<file path="src/rtl/arb_pkg.sv">
`default_nettype none
// +----------------------------------------------------------------------------+
// | arb_pkg : state encoding, arbitration-mode constants and clog2 helper      |
// | Revision: 1.0                                                              |
// +----------------------------------------------------------------------------+
package arb_pkg;

    typedef enum logic [1:0] {
        ST_IDLE    = 2'd0,
        ST_UP_REQ  = 2'd1,
        ST_GRANT   = 2'd2,
        ST_RELEASE = 2'd3
    } arb_state_e;

    localparam logic C_MODE_FIXED = 1'b0;
    localparam logic C_MODE_RR    = 1'b1;

    // Ceiling log2; returns 0 for values of 0 or 1, callers clamp to 1 bit.
    function automatic int clog2(input int value);
        int result;
        result = 0;
        while ((1 << result) < value) begin
            result = result + 1;
        end
        return result;
    endfunction

endpackage : arb_pkg
`default_nettype wire

</file>
<file path="src/rtl/arb_rr_pick.sv">
`default_nettype none
// +----------------------------------------------------------------------------+
// | arb_rr_pick : combinational winner select, fixed-priority or round-robin  |
// | Revision: 1.0                                                              |
// +----------------------------------------------------------------------------+
module arb_rr_pick
    import arb_pkg::*;
#(
    parameter int C_NUM_CH = 4,
    parameter int C_PTR_W  = 2
) (
    input  logic [C_NUM_CH-1:0] i_req,
    input  logic [C_PTR_W-1:0]  i_ptr,
    input  logic                i_mode,
    output logic [C_NUM_CH-1:0] o_onehot,
    output logic [C_PTR_W-1:0]  o_idx
);

    logic               found;
    logic [C_PTR_W-1:0] cand;
    int                 sum;

    // Scan outward from the start point; fixed mode always starts at channel 0.
    always_comb begin
        o_onehot = '0;
        o_idx    = '0;
        found    = 1'b0;
        cand     = '0;
        sum      = 0;
        for (int i = 0; i < C_NUM_CH; i++) begin
            if (i_mode == C_MODE_RR) begin
                sum = int'(i_ptr) + i;
                if (sum >= C_NUM_CH) begin
                    sum = sum - C_NUM_CH;
                end
            end else begin
                sum = i;
            end
            cand = C_PTR_W'(sum);
            if (!found && i_req[cand]) begin
                found          = 1'b1;
                o_onehot[cand] = 1'b1;
                o_idx          = cand;
            end
        end
    end

endmodule : arb_rr_pick
`default_nettype wire

</file>
<file path="src/rtl/arb_rr_concentrator.sv">
`default_nettype none
// +----------------------------------------------------------------------------+
// | arb_rr_concentrator : N-channel grant concentrator behind an upstream     |
// | arbiter, with optional hold limit and release handshake.                  |
// | Revision: 1.0                                                              |
// +----------------------------------------------------------------------------+
module arb_rr_concentrator
    import arb_pkg::*;
#(
    parameter int C_NUM_CH       = 4,
    parameter int C_ARB_MODE     = 1,
    parameter int C_HAS_UPSTREAM = 1,
    parameter int C_MAX_HOLD     = 0
) (
    input  logic                aclk,
    input  logic                areset,
    input  logic [C_NUM_CH-1:0] s_req,
    output logic [C_NUM_CH-1:0] s_gnt,
    output logic [C_NUM_CH-1:0] s_rel,
    output logic                m_req,
    input  logic                m_gnt,
    input  logic                m_rel
);

    localparam int C_PTR_W = (clog2(C_NUM_CH) < 1) ? 1 : clog2(C_NUM_CH);
    localparam int C_CNT_W = (clog2(C_MAX_HOLD + 1) < 1) ? 1 : clog2(C_MAX_HOLD + 1);

    localparam logic               C_MODE      = (C_ARB_MODE == 1) ? C_MODE_RR : C_MODE_FIXED;
    localparam logic               C_UP        = (C_HAS_UPSTREAM != 0);
    localparam logic               C_HOLD_EN   = (C_MAX_HOLD > 0);
    localparam logic [C_CNT_W-1:0] C_HOLD_LAST = C_CNT_W'(C_MAX_HOLD - 1);
    localparam logic [C_PTR_W-1:0] C_LAST_CH   = C_PTR_W'(C_NUM_CH - 1);

    arb_state_e          state_q, state_d;
    logic [C_PTR_W-1:0]  win_q, win_d;
    logic [C_PTR_W-1:0]  ptr_q, ptr_d;
    logic [C_CNT_W-1:0]  cnt_q, cnt_d;
    logic [C_NUM_CH-1:0] s_gnt_q, s_gnt_d;
    logic [C_NUM_CH-1:0] s_rel_q, s_rel_d;
    logic                m_req_q, m_req_d;

    logic [C_NUM_CH-1:0] w_pick_onehot;
    logic [C_PTR_W-1:0]  w_pick_idx;
    logic                w_holder_req;
    logic                w_rel_cause;
    logic                w_enter_grant;
    logic                w_exit_idle;

    arb_rr_pick #(
        .C_NUM_CH (C_NUM_CH),
        .C_PTR_W  (C_PTR_W)
    ) u_pick (
        .i_req    (s_req),
        .i_ptr    (ptr_q),
        .i_mode   (C_MODE),
        .o_onehot (w_pick_onehot),
        .o_idx    (w_pick_idx)
    );

    assign w_holder_req = s_req[win_q];
    assign w_rel_cause  = (C_UP && (m_rel || !m_gnt)) || (C_HOLD_EN && (cnt_q == C_HOLD_LAST));

    always_comb begin
        state_d       = state_q;
        win_d         = win_q;
        ptr_d         = ptr_q;
        cnt_d         = cnt_q;
        s_gnt_d       = s_gnt_q;
        s_rel_d       = s_rel_q;
        m_req_d       = m_req_q;
        w_enter_grant = 1'b0;
        w_exit_idle   = 1'b0;

        case (state_q)
            ST_IDLE: begin
                if (|s_req) begin
                    if (C_UP) begin
                        state_d = ST_UP_REQ;
                        m_req_d = 1'b1;
                    end else begin
                        w_enter_grant = 1'b1;
                    end
                end
            end
            ST_UP_REQ: begin
                // Requesters giving up wins over a late upstream grant.
                if (s_req == '0) begin
                    state_d = ST_IDLE;
                    m_req_d = 1'b0;
                end else if (m_gnt) begin
                    w_enter_grant = 1'b1;
                end
            end
            ST_GRANT: begin
                if (cnt_q != '1) begin
                    cnt_d = cnt_q + C_CNT_W'(1);
                end
                if (!w_holder_req) begin
                    w_exit_idle = 1'b1;
                end else if (w_rel_cause) begin
                    state_d = ST_RELEASE;
                    s_rel_d = s_gnt_q;
                end
            end
            ST_RELEASE: begin
                if (!w_holder_req) begin
                    w_exit_idle = 1'b1;
                end
            end
            default: begin
                state_d = ST_IDLE;
            end
        endcase

        if (w_enter_grant) begin
            state_d = ST_GRANT;
            win_d   = w_pick_idx;
            s_gnt_d = w_pick_onehot;
            cnt_d   = '0;
            m_req_d = C_UP;
        end

        if (w_exit_idle) begin
            state_d = ST_IDLE;
            s_gnt_d = '0;
            s_rel_d = '0;
            m_req_d = 1'b0;
            if (C_MODE == C_MODE_RR) begin
                ptr_d = (win_q == C_LAST_CH) ? '0 : win_q + C_PTR_W'(1);
            end
        end
    end

    always_ff @(posedge aclk or posedge areset) begin
        if (areset) begin
            state_q <= ST_IDLE;
            win_q   <= '0;
            ptr_q   <= '0;
            cnt_q   <= '0;
            s_gnt_q <= '0;
            s_rel_q <= '0;
            m_req_q <= 1'b0;
        end else begin
            state_q <= state_d;
            win_q   <= win_d;
            ptr_q   <= ptr_d;
            cnt_q   <= cnt_d;
            s_gnt_q <= s_gnt_d;
            s_rel_q <= s_rel_d;
            m_req_q <= m_req_d;
        end
    end

    assign s_gnt = s_gnt_q;
    assign s_rel = s_rel_q;
    assign m_req = m_req_q;

endmodule : arb_rr_concentrator
`default_nettype wire
</file>
<file path="config.mk">
export PLATFORM = sky130hd
export DESIGN_NAME = arb_rr_concentrator
export DESIGN_NICKNAME = d
export VERILOG_FILES = /design/src/rtl/arb_pkg.sv /design/src/rtl/arb_rr_pick.sv /design/src/rtl/arb_rr_concentrator.sv
export SDC_FILE = /design/constraint.sdc
export NUM_CORES = 1
export LEC_CHECK = 0
export BUFFER_PORTS_ARGS = -buffer_cell sky130_fd_sc_hd__buf_4
export CAP_MARGIN = 20
export CORE_ASPECT_RATIO = 0.7
export CORE_MARGIN = 2
export CORE_UTILIZATION = 42
export CTS_CLUSTER_DIAMETER = 50
export DETAILED_ROUTE_END_ITERATION = 6
export GPL_ROUTABILITY_DRIVEN = 0
export PLACE_DENSITY = 0.58
export SYNTH_ARGS = -nofsm -noshare
export SYNTH_HDL_FRONTEND = slang
export SYNTH_SLANG_ARGS = --single-unit
</file>
<file path="constraint.sdc">
create_clock -name aclk -period 4.85 [get_ports aclk]
set_input_delay 0.7275 -clock aclk [delete_from_list [all_inputs] [get_ports aclk]]
set_output_delay 0.7275 -clock aclk [all_outputs]
set_load 0.05 [all_outputs]
</file>
==> flow_summary.yaml <==
outcome:
  status: "completed"
worst_setup_path:
  crit_chain: "inv_1, ha_1, nor3_1, o21a_1, o21a_1, a222oi_1, o21ai_0"
  cpMaxStageDelayCell: "dfrtp_1"
  required_ps: 4970
  critical_path.endpoint_type: "flip-flop"
  crit_type: "reg2reg"
  worst-path-buf-inv: 1
  crit_family: "compound AO/OA/AOI/OAI gates"
  cell_occurring_most_often_along_the_worst_timing_path: "o21a_1"
  timing.rr.start: "ptr_q[0]$_DFFE_PP0P_"
  timing.critical_path.from: "ptr_q[0]$_DFFE_PP0P_"
  worstSetupStartpointType: "flip-flop"
  cp_data_arrival_time_ps: 2780
  cp_slowest_stage_delay_ps: 770
  crit_path_max_fanout: 20
global_route:
  global_route.usage.total: 0.1821
  antenna_violations_before_repair: 0
  grt_first_pass_wirelength_mm: 4.650
  vias_in_the_first_global_route: 964
  grt_overflow: 0
  maximum_number_of_pins_on_one_net_before_global_route_repair: 21
clock_network:
  numCtsBuffers: 3
  clk_root_buffer_cell: "clkbuf_8"
  h_tree_depth: 1
  clock_tree_sinks: 15
  postCtsSetupBuffers: 0
  cts-root-to-sink-buffers: 2
  tritoncts_clock_tree: "yes"
  worst_skew_pair.late_latency_ps: 250
  clkTransAtPathRegs_ps: 60
  cts.repair.resized: 0
  cts-hold-fix-buffers: 0
place:
  place.detailed.hpwl_mm: 2.026
  portBuffers: 16
routing:
  length_of_the_first_detailed_routing_pass_in_iterations: 7
  routedWlPerCell_um: 15.30
  vias: 1049
  drc_errors: 0
  drt_wl_total_mm: 2.769
  vias_per_cell: 5.796
  first_iter_violations: 83
  route.antenna.remaining_nets: 0
timing:
  timing.final.setup_violations: 0
  post-route-period-util: 0.5497
  holdWs_ps: 527.4
  final_sum_of_negative_setup_slack_ps: 0
  tightest_slew_ps: 682.1
  grt_setup_unrepaired: "no"
  fmax_ghz: 0.3751
  report.final.hold_viol_count: 0
  timing.max_slew.rel_slack: 0.5417
  post-route-min-period_ps: 2666
  slew_viol_final: 0
  post_route_skew_ps: 2.349
job:
  maxCapViolCount: 0
cells_and_area:
  final_util: 0.4955
  n_fill_cell: 271
  area.growth.synth_to_final_pct: 12.45
  multi_input_area_um2: 773.2
  insertedDiodeCount: 0
  num-nets-final: 163
  register_area_um2: 375.4
  post_route_cells_drive_above_1_share: 0.2138
floorplan:
  coreArea_um2: 2783
  die_w_um: 68.58
  starting_density_of_the_core: 0.4406
  rows: 16
  die_area_um2: 3374
  dieHeight_um: 49.21
  ios: 17
yosys:
  yosysUniqueCellTypes: 39
  syn-instance-count: 135
  synth_fp_nets: 152
  synth_sequential_area_ratio: 0.3061
  synth.avg_cell_area_um2: 9.083
  synth_seq_cells: 15
  ys_warn_count: 0
  netlist_area_pre_place_um2: 1226
hold_path:
  timing.hold.worst.start: "s_rel[3]$_DFFE_PP0P_"
  worst_min_delay_path_class: "reg2reg"
power_and_ir_drop:
  power_density_nw_per_um2: 628.1
  static-leakage-power_nw: 0.5975
  irDropWorstVdd_v: 0.0002502
  finalPower_mw: 0.8660
logic make-up after synthesis:
group,after synthesis,share of synthesized area
simple gates,48,0.2041
compound gates,36,0.2031
buf+inv,15,0.06326
flops,15,0.3061
fa+ha+maj,9,0.09184
mux,12,0.1316
metal layers:
metal  up-vias  GRT usage  wire length (um)
li1        509          -                 -
met1       506     0.2816              1364
met2        32     0.2468              1248
met3         2    0.02771               137
met4         0    0.07333                19
met5         -          0                 0
cell type report:
class                   count  share of cell area
inverters                   5             0.01361
multi-input cells         105              0.5608
well taps                  36             0.03267
clock inverters             1            0.003630
clock buffers               3             0.02995
repair buffers             16             0.08711
flip-flops and latches     15              0.2722
cells in the mapped netlist, drive strengths merged:
library cell | count | share of area
o21ai | 12 | 0.049
o311ai | 1 | 0.0071
mux4 | 3 | 0.055
clkbuf | 2 | 0.0061
nor3b | 1 | 0.0061
mux2i | 6 | 0.049
or3b | 2 | 0.014
nor2b | 2 | 0.010
a21oi | 2 | 0.0082
nand3b | 1 | 0.0061
or4 | 2 | 0.015
o211ai | 3 | 0.018
nor2 | 11 | 0.036
dfrtp | 15 | 0.31
ha | 9 | 0.092
o22ai | 1 | 0.0051
a22oi | 1 | 0.0061
a222oi | 3 | 0.024
a211oi | 3 | 0.018
nand3 | 1 | 0.0041
o211a | 1 | 0.0082
o21a | 6 | 0.037
nor3 | 3 | 0.012
mux2 | 3 | 0.028
nand2 | 17 | 0.052
a221oi | 1 | 0.0071
a2bb2oi | 1 | 0.0071
or3 | 1 | 0.0051
buf | 8 | 0.042
and3b | 1 | 0.0071
inv | 5 | 0.015
o41ai | 1 | 0.0071
nand2b | 5 | 0.026
nor4 | 1 | 0.010
final timing paths:
check,endpoint,slack (ps),cells past startpoint
min in group asynchronous,s_rel[2]$_DFFE_PP0P_,560,2
setup reg to reg,s_gnt[0]$_DFFE_PP0P_,2180,7
max in group asynchronous,ptr_q[0]$_DFFE_PP0P_,3890,2
hold reg to reg,s_rel[3]$_DFFE_PP0P_,530,2
hold / removal,s_rel[3]$_DFFE_PP0P_,530,2
setup / recovery,s_gnt[0]$_DFFE_PP0P_,2180,7
tightest hold or removal path: stages, from the launching register on:
cell     delay, ps
dfrtp_1        350
mux2i_1         70
nor2_1          80
power by group:
group | internal, mW | total (mW) | leakage, nW | switching (mW)
registers | 0.174 | 0.253 | 0.192 | 0.0783
logic | 0.209 | 0.509 | 0.380 | 0.300
clock network | 0.0570 | 0.104 | 0.0255 | 0.0470
total | 0.440 | 0.866 | 0.597 | 0.426
stage by stage:
step,area [um2],setup WS (ps),cells
final,1379,2184,181
after CTS,1379,2196,181
after global routing,1379,1878,181
after floorplan,1226,2522,135
after global placement,1333,2178,177
after detailed placement,1333,2178,177
registers in the layout (all words and copies together), names as in the netlist:
register	count
s_gnt	4
s_rel	4
state_q	2
ptr_q	2
m_req	1
win_q	2
cells in the final DEF, fill, tap and decap left out, drive strengths merged:
cell type and n:
nor3b 1, o211ai 3, nand2 17, nand3 1, mux4 3, nand3b 1, nor2b 2, buf 16
o211a 1, or3b 2, clkbuf 3, nand2b 5, a22oi 1, or4 2, o21a 6, clkinv 1
or3 1, o22ai 1, and3b 1, inv 5, ha 9, o41ai 1, dfrtp 15, mux2i 6
a21oi 2, a221oi 1, o311ai 1, mux2 3, nor2 11, nor4 1, a2bb2oi 1, a222oi 3
a211oi 3, o21ai 12, nor3 3
No activity file was read; power rests on OpenSTA's default activity.
